$ cat src/rtl/bus_arbiter.sv
// Time-slot arbiter sharing one RAM port between a 6502 core (odd slots) and a video fetch engine (even slots).
// A video burst warns the CPU for WARN_CYC slots, then takes every cycle until the burst length is spent.
module bus_arbiter #(
    parameter int WARN_CYC = 3,
    parameter int LEN_W    = 6
) (
    input  logic             clk,
    input  logic             reset,
    input  logic [15:0]      cpu_ab,
    input  logic [7:0]       cpu_do,
    input  logic             cpu_we,
    output logic [7:0]       cpu_di,
    output logic             cpu_ce,
    input  logic             vid_req,
    input  logic [15:0]      vid_addr,
    output logic             vid_ack,
    input  logic             vid_burst,
    input  logic [LEN_W-1:0] vid_len,
    output logic             vid_valid,
    output logic [7:0]       vid_data,
    output logic             ba_n,
    output logic [15:0]      ram_ab,
    output logic [7:0]       ram_do,
    output logic             ram_we,
    input  logic [7:0]       ram_di
);

    localparam int WARN_W = (WARN_CYC < 2) ? 1 : $clog2(WARN_CYC + 1);
    localparam logic [WARN_W-1:0] WARN_INIT = WARN_W'(WARN_CYC);

    typedef enum logic [1:0] {
        ST_IDLE  = 2'd0,
        ST_WARN  = 2'd1,
        ST_STEAL = 2'd2
    } state_t;

    state_t             state_q, state_d;
    logic               phase_q, phase_d;
    logic [WARN_W-1:0]  warn_cnt_q, warn_cnt_d;
    logic [LEN_W-1:0]   len_lat_q, len_lat_d;
    logic [LEN_W-1:0]   len_cnt_q, len_cnt_d;
    logic               ba_n_q, ba_n_d;
    logic               vid_valid_q, vid_valid_d;
    logic               rd_pend_q, rd_pend_d;
    logic [7:0]         cpu_di_q, cpu_di_d;

    logic               ce_raw;
    logic               ack_raw;
    logic               we_raw;
    logic [15:0]        ab_raw;
    logic [LEN_W-1:0]   eff_len;

    // Slot decode: who owns the RAM port this cycle.
    always_comb begin
        ce_raw  = 1'b0;
        ack_raw = 1'b0;
        we_raw  = 1'b0;
        ab_raw  = cpu_ab;
        case (state_q)
            ST_IDLE, ST_WARN: begin
                if (phase_q) begin
                    ce_raw = 1'b1;
                    we_raw = cpu_we;
                end else if (vid_req) begin
                    ab_raw  = vid_addr;
                    ack_raw = 1'b1;
                end else begin
                    ab_raw = cpu_ab;
                end
            end
            ST_STEAL: begin
                ab_raw  = vid_addr;
                ack_raw = 1'b1;
            end
            default: begin
                ab_raw = cpu_ab;
            end
        endcase
    end

    // Reset forces the bus-facing strobes quiet immediately, not at the next edge.
    assign cpu_ce    = ce_raw & ~reset;
    assign vid_ack   = ack_raw & ~reset;
    assign ram_we    = we_raw & ~reset;
    assign ram_ab    = reset ? 16'h0000 : ab_raw;
    assign ram_do    = cpu_do;
    assign vid_data  = ram_di;
    assign vid_valid = vid_valid_q;
    assign ba_n      = ba_n_q;
    assign cpu_di    = cpu_di_q;

    assign eff_len = (vid_len == '0) ? LEN_W'(1) : vid_len;

    // Next-state: burst acceptance, warning countdown, steal countdown and read-data capture.
    always_comb begin
        state_d     = state_q;
        phase_d     = ~phase_q;
        warn_cnt_d  = warn_cnt_q;
        len_lat_d   = len_lat_q;
        len_cnt_d   = len_cnt_q;
        ba_n_d      = ba_n_q;
        vid_valid_d = ack_raw;
        rd_pend_d   = ce_raw & ~cpu_we;
        if (rd_pend_q) begin
            cpu_di_d = ram_di;
        end else begin
            cpu_di_d = cpu_di_q;
        end
        case (state_q)
            ST_IDLE: begin
                if (!phase_q && vid_burst) begin
                    len_lat_d  = eff_len;
                    warn_cnt_d = WARN_INIT;
                    ba_n_d     = 1'b0;
                    if (WARN_CYC == 0) begin
                        state_d   = ST_STEAL;
                        len_cnt_d = eff_len;
                    end else begin
                        state_d = ST_WARN;
                    end
                end else begin
                    state_d = ST_IDLE;
                end
            end
            ST_WARN: begin
                if (phase_q) begin
                    warn_cnt_d = warn_cnt_q - WARN_W'(1);
                    if (warn_cnt_q <= WARN_W'(1)) begin
                        state_d   = ST_STEAL;
                        len_cnt_d = len_lat_q;
                    end else begin
                        state_d = ST_WARN;
                    end
                end else begin
                    state_d = ST_WARN;
                end
            end
            ST_STEAL: begin
                len_cnt_d = len_cnt_q - LEN_W'(1);
                if (len_cnt_q <= LEN_W'(1)) begin
                    state_d = ST_IDLE;
                    ba_n_d  = 1'b1;
                end else begin
                    state_d = ST_STEAL;
                end
            end
            default: begin
                state_d = ST_IDLE;
                ba_n_d  = 1'b1;
            end
        endcase
    end

    // State registers; a reset mid-burst simply drops the burst.
    always_ff @(posedge clk or posedge reset) begin
        if (reset) begin
            state_q     <= ST_IDLE;
            phase_q     <= 1'b0;
            warn_cnt_q  <= '0;
            len_lat_q   <= '0;
            len_cnt_q   <= '0;
            ba_n_q      <= 1'b1;
            vid_valid_q <= 1'b0;
            rd_pend_q   <= 1'b0;
            cpu_di_q    <= 8'h00;
        end else begin
            state_q     <= state_d;
            phase_q     <= phase_d;
            warn_cnt_q  <= warn_cnt_d;
            len_lat_q   <= len_lat_d;
            len_cnt_q   <= len_cnt_d;
            ba_n_q      <= ba_n_d;
            vid_valid_q <= vid_valid_d;
            rd_pend_q   <= rd_pend_d;
            cpu_di_q    <= cpu_di_d;
        end
    end

endmodule

$ cat config.mk
export PLATFORM = sky130hd
export DESIGN_NAME = bus_arbiter
export DESIGN_NICKNAME = d
export VERILOG_FILES = /design/src/rtl/bus_arbiter.sv
export SDC_FILE = /design/constraint.sdc
export NUM_CORES = 1
export LEC_CHECK = 0
export ABC_AREA = 1
export BUFFER_PORTS_ARGS = -buffer_cell sky130_fd_sc_hd__buf_2
export CAP_MARGIN = 20
export CORE_UTILIZATION = 43
export CTS_CLUSTER_SIZE = 24
export DETAILED_ROUTE_END_ITERATION = 10
export GPL_TIMING_DRIVEN = 0
export PLACE_DENSITY = 0.81
export SLEW_MARGIN = 20
export SYNTH_ARGS = -nofsm -noshare
export SYNTH_HDL_FRONTEND = slang
export SYNTH_SLANG_ARGS = --single-unit
$ cat constraint.sdc
create_clock -name clk -period 1.9 [get_ports clk]
set_input_delay 0.38 -clock clk [delete_from_list [all_inputs] [get_ports clk]]
set_output_delay 0.38 -clock clk [all_outputs]
set_load 0.05 [all_outputs]
==> metrics.csv <==
stage,metric,value,unit
status,failing checks,negative setup slack,
synthesis,Synth Register Bits,28,
sta,Final Cycle Share,101.8,%
clock_network,CTS tree,yes,
synthesis,Yosys cell types,28,
synthesis,Commonest cells post-synth,"nor2_1 (44), nand2_1 (36), dfrtp_1 (27), o21ai_0 (25), buf_4 (16)",
synthesis,Syn. warnings,0,
synthesis,leading area contributor after synthesis,dfrtp_1,
setup_path,Reg2Reg Capture Point,ba_n$_DFFE_PP1P_,
grt,pin count of the biggest net entering global routing,38,
clock_network,root buffer cell,clkbuf_8,
sta,Max-Slew Margin vs Limit,77.74,%
synthesis,most area-consuming cells after synthesis,"dfrtp_1 (40%), nor2_1 (9.8%), nand2_1 (8.0%), o21ai_0 (7.4%), buf_4 (7.1%)",
place,dpl cell area,2252,µm²
die,die outline height,64.63,µm
clock_network,clock-pin slew on the worst setup and hold paths,0.08,ns
sta,fin crit period,1.935,ns
finish,multi-input combinational cell area,839.6,µm²
die,Initial Util,45.39,%
setup_path,critical path type,register to primary output,
setup_path,nature of the critical path startpoint,register,
grt,initial antenna violation count,0,
place,RD Place Congestion,0.7100,
synthesis,Post-synth EDFFs,0,
die,Ports,104,
die,core area,3716,µm²
routing,number of remaining DRC errors,0,
die,row count,22,
routing,DR WL/cell,11.36,µm
routing,DR iter-0 viols,45,
grt,vias in the first global route,1505,
status,status,"finished, violations left",
clock_network,TritonCTS Buffers,3,
synthesis,Mapped Area,1687,µm²
sta,clock skew,0.004572,ns
place,Port Buffers,95,
finish,fin area,2525,µm²
sta,Fmax,516.9,MHz
sta,Fin Setup TNS,-0.04478,ns
grt,GRT Overall Usage,17.86,%
finish,Nets,381,
finish,diodes inserted,0,
setup_path,RR Startpoint,len_cnt_q[0]$_DFFE_PP0P_,
place,dpl hpwl,2762,µm
sta,Slew Limit Fails,0,
sta,Tightest Pin Transition,0.3305,ns
synthesis,"Seq/Total Area, Yosys",41.62,%
routing,final WL,4159,µm
power_and_ir_drop,worst vdd ir,0.6884,mV
min_path,Hold Crit Class,input port to register,
routing,drt pass-1 iters,4,
synthesis,most common cell in the synthesized netlist,nor2_1,
routing,Antenna Violating Nets Remaining,0,
synthesis,top_reg_cell synth,dfrtp_1,
setup_path,R2R Setup Slk,0.45,ns
finish,area grow syn2layout,49.70,%
power_and_ir_drop,Leakage,1.310,nW
clock_network,Clock Latency Late Sink,0.27,ns
setup_path,CP Capture Type,primary output,
clock_network,# H-tree levels,1,
die,Die Footprint,4177,µm²
die,Die W,64.63,µm
min_path,Hold Startpoint,cpu_we,
synthesis,Mapped Avg Cell Area,7.993,µm²
grt,GRT overflow,0,
min_path,hold path endpoint,rd_pend_q$_DFF_PP0_,
clock_network,cts hold-fix bufs,0,
clock_network,CTS sink cnt,28,
power_and_ir_drop,P per Cell Area,1221,nW/µm²
synthesis,post-synth top area share,40.06,%
finish,Filler Cell Count,284,
synthesis,Gate Count Post-Synth,211,
sta,Final WS setup,-0.03474,ns
synthesis,synthesized net count,273,
setup_path,reg2reg path depth,7,
sta,RSZ-0062 raised after global routing,yes,
synthesis,async set or reset register ratio after synthesis,100.0,%
job,max-cap violations,0,
sta,final setup vio count,2,
setup_path,Crit path required time,1.52,ns
finish,share of cells above drive strength 1,54.40,%
clock_network,Longest Clk Path Bufs,2,
setup_path,worst-path fanout max,7,
grt,first-pass GRT wire length,5982,µm
finish,register area,705.7,µm²
sta,final hold vios,0,
min_path,WHS Path Cells,2,
setup_path,CP arrival,1.55,ns
routing,via count,1747,
routing,routed vias/inst,4.773,
[area by class of cell]
| class | count | area share, % |
|---|---|---|
| plain buffers | 20 | 6.789 |
| clock buffers | 4 | 1.784 |
| inverters | 17 | 3.122 |
| multi-input cells | 147 | 33.25 |
| flip-flops and latches | 28 | 27.95 |
| well taps | 48 | 2.379 |
| repair buffers | 101 | 24.48 |
| repair inverters | 1 | 0.2478 |
[cells by family (layout without fill, tap and decap cells)]
group	after synthesis	in the layout	synth area share, %
flip-flops	28	28	41.62
AO/OA/AOI/OAI	31	31	9.718
adder cells (fa/ha/maj)	3	3	2.226
buffers and inverters	37	143	13.65
AND/OR/NAND/NOR	104	105	27.45
multiplexers	8	8	5.341
[per-layer routing]
layer,global-route usage [%],wire (µm),vias up,share of wire (%)
met1,19.80,1689,787,41
met5,0,0,-,0
met3,4.577,248,2,6.0
met4,2.222,22,0,0.53
met2,34.61,2198,71,53
li1,-,-,887,-
[through the flow]
step | utilization, % | hold slack, ns | power (mW) | setup slack, ns | std cells
finish | 67.95 | 0.2574 | 3.084 | -0.03474 | 366
CTS | 64.34 | 0.2517 | 2.963 | -0.002020 | 361
global route | 67.95 | 0.2427 | 3.292 | -0.1008 | 366
detailed placement | 60.61 | 0.4557 | 2.560 | -0.1600 | 354
floorplan | - | 0.4316 | 2.216 | 0.05301 | 211
global placement | 60.61 | 0.4510 | 2.511 | -0.1329 | 354
[what timing repair did]
item | 4_1_cts | 5_1_grt
cloned | 1 | 3
gates resized for setup | 33 | 36
pin swaps | 6 | 4
setup endpoints to repair | 17 | 17
buffers inserted | 2 | 2
[registers in the layout, indices dropped and copies added, names as in the netlist]
name and flops:
len_cnt_q 6, warn_cnt_q 2, ba_n 1, vid_valid 1
len_lat_q 6, cpu_di 8, phase_q 1, state_q 2
rd_pend_q 1
[critical path, cell delays in order, from the launching register on]
cell      delay [ns]
dfrtp_2         0.45
inv_4           0.09
nand2_4         0.07
nand2_8         0.11
clkinv_8        0.08
buf_12          0.13
nor2_1          0.15
nor2_2          0.06
buf_6           0.15
[worst max path at each step]
| stage | start | end | slack [ns] | cells after the start |
|---|---|---|---|---|
| global placement | reset | ram_ab[14] | -0.13 | 6 |
| floorplan | phase_q$_DFF_PP0_ | vid_ack | 0.05 | 6 |
| detailed placement | reset | ram_ab[8] | -0.16 | 6 |
| global route | state_q[1]$_DFF_PP0_ | ram_ab[7] | -0.10 | 8 |
| CTS | phase_q$_DFF_PP0_ | ram_ab[12] | -0.002 | 9 |
| finish | state_q[1]$_DFF_PP0_ | ram_ab[7] | -0.03 | 8 |
[layout by cell type (no fill, tap or decap), drive strengths merged, types with 2 or more instances in the layout]
cell,synthesis,layout
inv,17,17
nand4,5,5
dfrtp,27,27
buf,20,117
ha,3,3
o22ai,2,2
nand2,39,40
mux2,8,8
clkbuf,0,8
nor2,48,48
nand3,10,10
o21ai,25,25
[where the power goes]
part	switching, mW	internal [mW]	leakage [nW]
registers	0.151	0.825	0.327
clock network	0.171	0.150	0.0228
logic	1.18	0.611	0.960
Power figures use the tool's default switching activity.
